==> src/rtl/bus_timer.sv <==
// Memory-mapped 16-bit interval timer on the 65C02 bus: 8-byte register window,
// RDY-driven wait states, registered read data and a level IRQ on underflow.
module bus_timer #(
    parameter logic [15:0] BASE        = 16'hFE00,
    parameter int unsigned WAIT_STATES = 1
) (
    input  logic        clk,
    input  logic        RST_N,
    input  logic [15:0] AD,
    input  logic [7:0]  DO,
    input  logic        WE,
    output logic        RDY,
    output logic [7:0]  RD_DATA,
    output logic        RD_VALID,
    output logic        IRQ
);

    localparam logic [3:0] WS = 4'(WAIT_STATES);

    localparam logic [2:0] OFF_CNT_LO = 3'd0;
    localparam logic [2:0] OFF_CNT_HI = 3'd1;
    localparam logic [2:0] OFF_RLD_LO = 3'd2;
    localparam logic [2:0] OFF_RLD_HI = 3'd3;
    localparam logic [2:0] OFF_CTRL   = 3'd4;
    localparam logic [2:0] OFF_STATUS = 3'd5;
    localparam logic [2:0] OFF_PSC    = 3'd6;

    logic [3:0]  wcnt_q,    wcnt_d;
    logic [15:0] cnt_q,     cnt_d;
    logic [7:0]  snap_q,    snap_d;
    logic [7:0]  rld_lo_q,  rld_lo_d;
    logic [7:0]  rld_hi_q,  rld_hi_d;
    logic [7:0]  psc_q,     psc_d;
    logic [7:0]  pcnt_q,    pcnt_d;
    logic        en_q,      en_d;
    logic        auto_q,    auto_d;
    logic        ie_q,      ie_d;
    logic        if_q,      if_d;
    logic [7:0]  rd_data_q, rd_data_d;
    logic        rd_valid_q, rd_valid_d;
    logic        irq_q,     irq_d;

    logic       hit;
    logic       commit;
    logic       wr_en;
    logic       rd_en;
    logic [2:0] off;
    logic       wr_rld_hi;
    logic       wr_ctrl;
    logic       wr_status;
    logic       ctrl_kill;
    logic       tick;
    logic       tick_eff;
    logic       underflow;
    logic [7:0] rd_mux;

    function automatic logic [7:0] read_reg(
        input logic [2:0]  sel,
        input logic [15:0] cnt,
        input logic [7:0]  snap,
        input logic [7:0]  rld_lo,
        input logic [7:0]  rld_hi,
        input logic        en,
        input logic        auto_rl,
        input logic        ie,
        input logic        irq_flag,
        input logic [7:0]  psc
    );
        logic [7:0] v;
        v = 8'h00;
        case (sel)
            OFF_CNT_LO: v = cnt[7:0];
            OFF_CNT_HI: v = snap;
            OFF_RLD_LO: v = rld_lo;
            OFF_RLD_HI: v = rld_hi;
            OFF_CTRL:   v = {5'b0, ie, auto_rl, en};
            OFF_STATUS: v = {en, 6'b0, irq_flag};
            OFF_PSC:    v = psc;
            default:    v = 8'h00;
        endcase
        return v;
    endfunction

    always_comb begin
        hit       = (AD[15:3] == BASE[15:3]);
        RDY       = ~hit | (wcnt_q == WS);
        commit    = hit & RDY;
        wr_en     = commit & WE;
        rd_en     = commit & ~WE;
        off       = AD[2:0];
        wr_rld_hi = wr_en & (off == OFF_RLD_HI);
        wr_ctrl   = wr_en & (off == OFF_CTRL);
        wr_status = wr_en & (off == OFF_STATUS);
        // A reload load or an EN-clearing CTRL write on a tick edge takes precedence over the tick.
        ctrl_kill = wr_ctrl & ~DO[0];
        tick      = en_q & (pcnt_q == psc_q);
        tick_eff  = tick & ~wr_rld_hi & ~ctrl_kill;
        underflow = tick_eff & (cnt_q == 16'd0);
        rd_mux    = read_reg(off, cnt_q, snap_q, rld_lo_q, rld_hi_q,
                             en_q, auto_q, ie_q, if_q, psc_q);
    end

    always_comb begin
        wcnt_d     = RDY ? 4'd0 : wcnt_q + 4'd1;
        cnt_d      = cnt_q;
        snap_d     = snap_q;
        rld_lo_d   = rld_lo_q;
        rld_hi_d   = rld_hi_q;
        psc_d      = psc_q;
        pcnt_d     = pcnt_q;
        en_d       = en_q;
        auto_d     = auto_q;
        ie_d       = ie_q;
        if_d       = if_q;
        rd_data_d  = rd_data_q;
        rd_valid_d = rd_en;
        irq_d      = if_q & ie_q;

        if (en_q) begin
            pcnt_d = tick ? 8'd0 : pcnt_q + 8'd1;
        end

        if (tick_eff) begin
            if (cnt_q != 16'd0) begin
                cnt_d = cnt_q - 16'd1;
            end else if (auto_q) begin
                cnt_d = {rld_hi_q, rld_lo_q};
            end else begin
                en_d = 1'b0;
            end
        end

        // Set from underflow is evaluated last so it beats a same-edge STATUS clear.
        if (wr_status && DO[0]) begin
            if_d = 1'b0;
        end
        if (underflow) begin
            if_d = 1'b1;
        end

        if (wr_en) begin
            case (off)
                OFF_RLD_LO: rld_lo_d = DO;
                OFF_RLD_HI: begin
                    rld_hi_d = DO;
                    cnt_d    = {DO, rld_lo_q};
                    pcnt_d   = 8'd0;
                end
                OFF_CTRL: begin
                    en_d   = DO[0];
                    auto_d = DO[1];
                    ie_d   = DO[2];
                    if (DO[0] && !en_q) begin
                        pcnt_d = 8'd0;
                    end
                end
                OFF_PSC: psc_d = DO;
                default: ;
            endcase
        end

        if (rd_en) begin
            rd_data_d = rd_mux;
            if (off == OFF_CNT_LO) begin
                snap_d = cnt_q[15:8];
            end
        end
    end

    always_ff @(posedge clk or negedge RST_N) begin
        if (!RST_N) begin
            wcnt_q     <= 4'd0;
            cnt_q      <= 16'd0;
            snap_q     <= 8'd0;
            rld_lo_q   <= 8'd0;
            rld_hi_q   <= 8'd0;
            psc_q      <= 8'd0;
            pcnt_q     <= 8'd0;
            en_q       <= 1'b0;
            auto_q     <= 1'b0;
            ie_q       <= 1'b0;
            if_q       <= 1'b0;
            rd_data_q  <= 8'd0;
            rd_valid_q <= 1'b0;
            irq_q      <= 1'b0;
        end else begin
            wcnt_q     <= wcnt_d;
            cnt_q      <= cnt_d;
            snap_q     <= snap_d;
            rld_lo_q   <= rld_lo_d;
            rld_hi_q   <= rld_hi_d;
            psc_q      <= psc_d;
            pcnt_q     <= pcnt_d;
            en_q       <= en_d;
            auto_q     <= auto_d;
            ie_q       <= ie_d;
            if_q       <= if_d;
            rd_data_q  <= rd_data_d;
            rd_valid_q <= rd_valid_d;
            irq_q      <= irq_d;
        end
    end

    assign RD_DATA  = rd_data_q;
    assign RD_VALID = rd_valid_q;
    assign IRQ      = irq_q;

endmodule

==> config.mk <==
export PLATFORM = sky130hd
export DESIGN_NAME = bus_timer
export DESIGN_NICKNAME = d
export VERILOG_FILES = /design/src/rtl/bus_timer.sv
export SDC_FILE = /design/constraint.sdc
export NUM_CORES = 1
export LEC_CHECK = 0
export ABC_AREA = 1
export CORE_ASPECT_RATIO = 0.5
export CORE_MARGIN = 2
export CORE_UTILIZATION = 60
export CTS_CLUSTER_SIZE = 30
export DETAILED_ROUTE_END_ITERATION = 8
export PLACE_DENSITY = 0.86
export SYNTH_ARGS = -nofsm -noshare
export SYNTH_HDL_FRONTEND = slang
export SYNTH_SLANG_ARGS = --single-unit
==> constraint.sdc <==
create_clock -name clk -period 5.55 [get_ports clk]
set_input_delay 0.8325 -clock clk [delete_from_list [all_inputs] [get_ports clk]]
set_output_delay 0.8325 -clock clk [all_outputs]
set_load 0.02 [all_outputs]
==> results.md, run 1 <==
- Most Crowded Layer GR: met1
- Pwr dens: between 200 and 250 mW/mm²
- Routed Antenna Nets: 0
- Vias in the first global route: just over 4000
- Grt met2 use: a little under half
- Crit. End Element: output pin
- Routed len/inst: roughly 17 µm
- Setup Skew: ~0.0057 ns
- Yosys top cell by area: dfrtp_1
- First-pass GRT wire length: 21.3 mm
- Synth top area share: between 30% and 40%
- Cell mode on critical path: clkdlybuf4s50_1
- DP Wirelength: approximately 9.8 mm
- CP max stage delay: roughly 0.6 ns
- Initial antenna violation count: 0
- DRC Markers: 0
- Largest net degree at the start of global routing: 75
- Final Hold Fails: 0
- Synthesized area: 0.00466 mm²
- R2R cell count: 9
- CTS Buf Count: 9
- Congestion Overflow GR: 0
- Total GRT Usage: 33.4%
- CTS Buffer Depth: 2
- Initial DRC count: between 600 and 700
- Filler Cell Count: 597
- H-tree depth: 3
- Vias: about 4600
- Max capacitance violation total: 0
- Mean Syn Cell Area: about 7 µm²
- Routed wire length: 13.4 mm
- Final worst path period share: 61.9%
- # nets final: 712
- Fin. max-slew vios: 0
- Yosys warning total: 0
- Number of synthesized register bits: 74
- # resized after CTS: 0
- DR pass1 iterations: 5
- Routability Congestion: approximately 1
- Max Clock Freq: slightly below 300 MHz
- Post-synthesis async set-or-reset flop share: 100%
- Hold WS: around 0.47 ns
- Leak: approximately 2.5 nW
- Die Width: between 100 and 150 µm
- Crit path launch type: input port
- Syn_nets: between 600 and 700
- Fraction of layout cells with a size suffix above 1: under 10%
- TritonCTS clock tree: done
- Top delay family on crit path: buffers and inverters
- Register area share after synthesis: between 30 and 40%
- RSZ-0062 raised after global routing: false
- CP Depth: 6
- Sum of negative setup slack: 0 ns
- CTS Sinks: between 70 and 80
- FP Rows: 22
- Slew HR: a little under 30%
- WP data required: roughly 4.7 ns
- Met3 usage: ~14%
- Latest clock arrival within the worst-skew pair: roughly 0.34 ns
- Crit path max fanout: 5
- Count of cell types in the netlist: 37
- Hold Path Class: flip-flop to flip-flop
- Area of the core: between 0.007 and 0.008 mm²
- Maximum VDD drop: between 0.15 and 0.2 mV
- Effective utilization at floorplan: 62.7%
- Number of synthesized flops with an enable pin: 0
- PortBufs: 37
- Worst hold path stage count: 2
- Post-CTS Hold Buffers: 0
- Area growth from synthesis to layout: 15.5%
- WP data arrival: about 2.6 ns
- CP Buf/Inv Count: 2
- R2R Setup Slk: 3.11 ns
- Root buffer cell: clkbuf_16
- Min Tclk post-route: 3.44 ns
- Die Height: roughly 66 µm
- Slowest CP cell: clkdlybuf4s50_1
- Clock transition at path regs: 0.06 ns
- Cells after Synth: about 650
- Critical path class: input port to output pin
- Synth top area cells: dfrtp_1 40%, nand2_1 14%, inv_1 6.4%
- Most used DFF post-synth: dfrtp_1
- Vias per cell: slightly below 6
- Die area: between 0.008 and 0.009 mm²
- Endpoints failing setup: 0
- Tightest Pin Transition: 1.05 ns
- IO Pins: 38
- Total power: 1.23 mW
- Outcome: finished, final reports clean
- Crit-path cells: clkdlybuf4s50_1 -> nor2_1 -> nand3_2 -> nor2_2 -> nand2_1 -> clkdlybuf4s50_1
- Antenna Cells: 0
- Grt met1 use: a little under half
- Setup bufs post-CTS: 0
final cells by class:
class | count | area, µm² | share of cell area (%)
clock buffers | 11 | 243 | 4.51
clock inverters | 4 | 76.3 | 1.42
inverters | 90 | 338 | 6.28
multi-input cells | 468 | 2390 | 44.3
flip-flops and latches | 74 | 1850 | 34.4
well taps | 96 | 120 | 2.23
repair buffers | 37 | 368 | 6.83
cells in the mapped netlist, types with 4 or more instances:
cell      instances
a211oi_1          5
a21oi_1          14
buf_2             6
clkbuf_1          6
dfrtp_1          74
ha_1              5
inv_1            79
inv_2            11
nand2_1         171
nand2_2           4
nand3_1          50
nand4_1           7
nor2_1           61
nor2_2            6
nor3_1           16
o21ai_0          28
o21ai_1          28
o21ai_2          16
o22ai_1          15
xnor2_1           5
xor2_1           16
power by group:
group | switching, mW | internal (mW)
sequential | 0.00000215 | 0.540
clock | 0.230 | 0.404
combinational | 0.0374 | 0.0216
cells by family after synthesis:
logic type | count (synthesis) | share of synthesized area, %
buffers and inverters | 105 | 9.10
adders and majority gates | 5 | 1.34
AOI/OAI and AO/OA | 112 | 14.4
xor gates and xnor gates | 21 | 3.95
and+or+nand+nor | 330 | 31.5
DFF | 74 | 39.7
stage by stage:
step | setup slack, ns | cell area, µm² | cells | util (%)
2_1_floorplan | 3.26 | 4660 | 647 | -
3_3_place_gp | 2.16 | 5060 | 765 | 68.1
3_5_place_dp | 2.12 | 5060 | 765 | 68.1
4_1_cts | 2.11 | 5380 | 780 | 72.4
5_1_grt | 1.98 | 5380 | 780 | 72.4
6_report | 2.11 | 5380 | 780 | 72.4
flip-flops by register name (all words and copies together), names as in the netlist:
| register | flops |
|---|---|
| IRQ | 1 |
| RD_DATA | 8 |
| RD_VALID | 1 |
| auto_q | 1 |
| cnt_q | 16 |
| en_q | 1 |
| ie_q | 1 |
| if_q | 1 |
| pcnt_q | 8 |
| psc_q | 8 |
| rld_hi_q | 8 |
| rld_lo_q | 8 |
| snap_q | 8 |
| wcnt_q | 4 |
cell usage in the layout, fill, tap and decap left out, types with 14 or more instances in the layout:
| cell type | instances |
|---|---|
| nor2_1 | 61 |
| dfrtp_1 | 74 |
| o21ai_0 | 28 |
| o21ai_1 | 28 |
| nand2_1 | 171 |
| o22ai_1 | 15 |
| clkdlybuf4s50_1 | 36 |
| o21ai_2 | 16 |
| a21oi_1 | 14 |
| inv_1 | 79 |
| nand3_1 | 50 |
| xor2_1 | 16 |
| nor3_1 | 16 |
path summary, 6_finish.rpt:
check	start	endpoint
min in group asynchronous	RST_N	RD_DATA[2]
setup / recovery	AD[8]	RDY
setup reg to reg	wcnt_q[1]	cnt_q[7]
max in group asynchronous	RST_N	cnt_q[12]
hold reg to reg	ie_q	IRQ
hold / removal	ie_q	IRQ
worst register-to-register path, stage by stage (launching register included):
cell and delay (ns):
dfrtp_1 0.39, inv_1 0.06, ha_1 0.13, nor3b_4 0.42, nand4_2 0.30, nor2_4 0.43
inv_2 0.24, or2_0 0.26, nand2_1 0.07, inv_1 0.04
per-layer routing:
| metal | vias up | part of all wire [%] |
|---|---|---|
| li1 | 2171 | - |
| met1 | 2155 | 44 |
| met2 | 296 | 41 |
| met3 | 23 | 14 |
| met4 | 0 | 1.3 |
| met5 | - | 0 |
No activity file was read; power rests on OpenSTA's default activity.
==> run 2: changes to the inputs <==
--- a/config.mk
+++ b/config.mk
@@ -8,10 +8,10 @@
 export ABC_AREA = 1
 export CORE_ASPECT_RATIO = 0.5
 export CORE_MARGIN = 2
-export CORE_UTILIZATION = 60
+export CORE_UTILIZATION = 53
 export CTS_CLUSTER_SIZE = 30
 export DETAILED_ROUTE_END_ITERATION = 8
-export PLACE_DENSITY = 0.86
+export PLACE_DENSITY = 0.81
 export SYNTH_ARGS = -nofsm -noshare
 export SYNTH_HDL_FRONTEND = slang
 export SYNTH_SLANG_ARGS = --single-unit
==> constraint.sdc (replaced) <==
create_clock -name clk -period 2.94 [get_ports clk]
set_input_delay 0.441 -clock clk [delete_from_list [all_inputs] [get_ports clk]]
set_output_delay 0.441 -clock clk [all_outputs]
set_load 0.02 [all_outputs]
==> run 2 against run 1 <==
Effect of this change:
- critical path depth unchanged
- clock power grew 100%
- final cell count is 4.0% higher
- combinational power is 97% higher
- via count decreased by 2.2%
- total power is 95% higher
==> results.md, run 2 (synthesis gave the netlist of run 1 again) <==
- Outcome: finished, final reports clean
- Routed wire length: 13.8 mm
- Effective utilization at floorplan: between 50% and 60%
- Antenna Cells: 0
- Top delay family on crit path: buffers and inverters
- Routability Congestion: about 1
- Filler Cell Count: about 760
- Critical path class: flip-flop to output pin
- Final Hold Fails: 0
- Die Height: 70.3 µm
- PortBufs: 37
- Non-filler cells, final: 811
- Post-CTS Hold Buffers: 0
- Final Util: approximately 64%
- Largest register FFs: 16
- M1 WL: 6.26 mm
- Fraction of layout cells with a size suffix above 1: between 10% and 20%
- # resized after CTS: 0
- Slew HR: a little under two fifths
- Vias in the first global route: ~4300
- Pwr dens: 438 mW/mm²
- DP Wirelength: 10.3 mm
- Dpl cells: a little under 800
- Vias per cell: 5.60
- Latest clock arrival within the worst-skew pair: 0.35 ns
- Die area: approximately 0.0096 mm²
- Slowest CP cell: clkdlybuf4s50_1
- Congestion Overflow GR: 0
- Clock transition at path regs: 0.06 ns
- Routed met3 length: approximately 1.7 mm
- Crit path launch type: flip-flop
- IO Pins: 38
- Die Width: around 140 µm
- Hold Path Class: input port to asynchronous set/reset pin
- Total power: ~2.4 mW
- Initial antenna violation count: 0
- FP Rows: 24
- Max layer used: met4
- CP Buf/Inv Count: 3
- Largest net degree at the start of global routing: between 70 and 80
- CTS Sinks: 74
- Total GRT Usage: a little under a third
- Crit-path cells: inv_1 -> ha_1 -> nor3b_4 -> inv_2 -> nand2_1 -> clkdlybuf4s50_1
- Most frequent cells in the layout: 171 x nand2_1, 79 x inv_1, 74 x dfrtp_1, 61 x nor2_1, 50 x nand3_1
- CTS Buf Count: 9
- Met2 routed WL: 5.67 mm
- Max Clock Freq: about 370 MHz
- H-tree depth: 3
- Setup Skew: 0.00888 ns
- DR pass1 iterations: 5
- Register with the most flip-flops: cnt_q
- Area growth from synthesis to layout: 18.0%
- Max capacitance violation total: 0
- Commonest non-fill, non-tap cell in the layout: nand2_1
- Setup ws final: roughly 0.21 ns
- TritonCTS clock tree: done
- Routed len/inst: roughly 17 µm
- Setup bufs post-CTS: 0
- Min Tclk post-route: about 2.7 ns
- Area of the core: approximately 0.0086 mm²
- RSZ-0062 raised after global routing: false
- WP data required: roughly 2.5 ns
- Sum of negative setup slack: 0 ns
- Crit. End Element: output pin
- Post-place setup slack: 0.294 ns
- # nets final: between 700 and 800
- Crit path max fanout: 7
- Fin. max-slew vios: 0
- DRC Markers: 0
- Vias: 4543
- Tightest Pin Transition: about 0.93 ns
- Leak: 2.59 nW
- WP data arrival: 2.29 ns
- Initial DRC count: around 650
- Final worst path period share: between 90 and 100%
- Maximum VDD drop: roughly 0.31 mV
- First-pass GRT wire length: approximately 22 mm
- Root buffer cell: clkbuf_16
- Endpoints failing setup: 0
- Routed Antenna Nets: 0
- CTS Buffer Depth: 2
- CP max stage delay: 0.64 ns
run 2: changes by cell type in the layout (fill, tap and decap cells not counted):
cell	delta
buf_4	+9
clkinv_2	+2
bufinv_16	+1
clkbuf_1	-1
clkbuf_8	-1
clkinv_4	-1
inv_6	+1
run 2: stage by stage:
stage | area [µm²] | hold slack (ns)
final | 5500 | 0.225
after global placement | 5160 | 0.443
after global routing | 5500 | 0.326
after CTS | 5500 | 0.287
after floorplan | 4660 | 0.145
after detailed placement | 5160 | 0.453
run 2: area by class of cell:
type	count	area, µm²	area share [%]
flip-flops and latches	74	1850	33.7
multi-input cells	468	2390	43.4
clock buffers	9	225	4.10
clock inverters	7	116	2.12
well taps	117	146	2.66
repair buffers	46	435	7.92
inverters	90	338	6.14
run 2: power by group:
group | internal [mW] | total (mW) | switching, mW | leakage, nW
Combinational | 0.0428 | 0.116 | 0.0732 | 1.51
Sequential | 1.02 | 1.02 | 0.00000419 | 0.914
Clock | 0.829 | 1.27 | 0.446 | 0.166
run 2: final timing paths:
path	endpoint	cells after the start	from	slack (ns)
max	RDY	6	wcnt_q[1]	0.21
min	wcnt_q[3]	1	RST_N	0.22
max reg2reg	snap_q[2]	8	wcnt_q[1]	0.63
min reg2reg	IRQ	2	ie_q	0.48
max in group asynchronous	RD_VALID	1	RST_N	2.09
min in group clk	IRQ	2	ie_q	0.48
run 2: layer usage:
layer,track usage [%],vias to the layer above
met5,0,-
met4,8.91,0
met3,8.57,18
met2,42.6,250
met1,47.4,2090
li1,-,2185
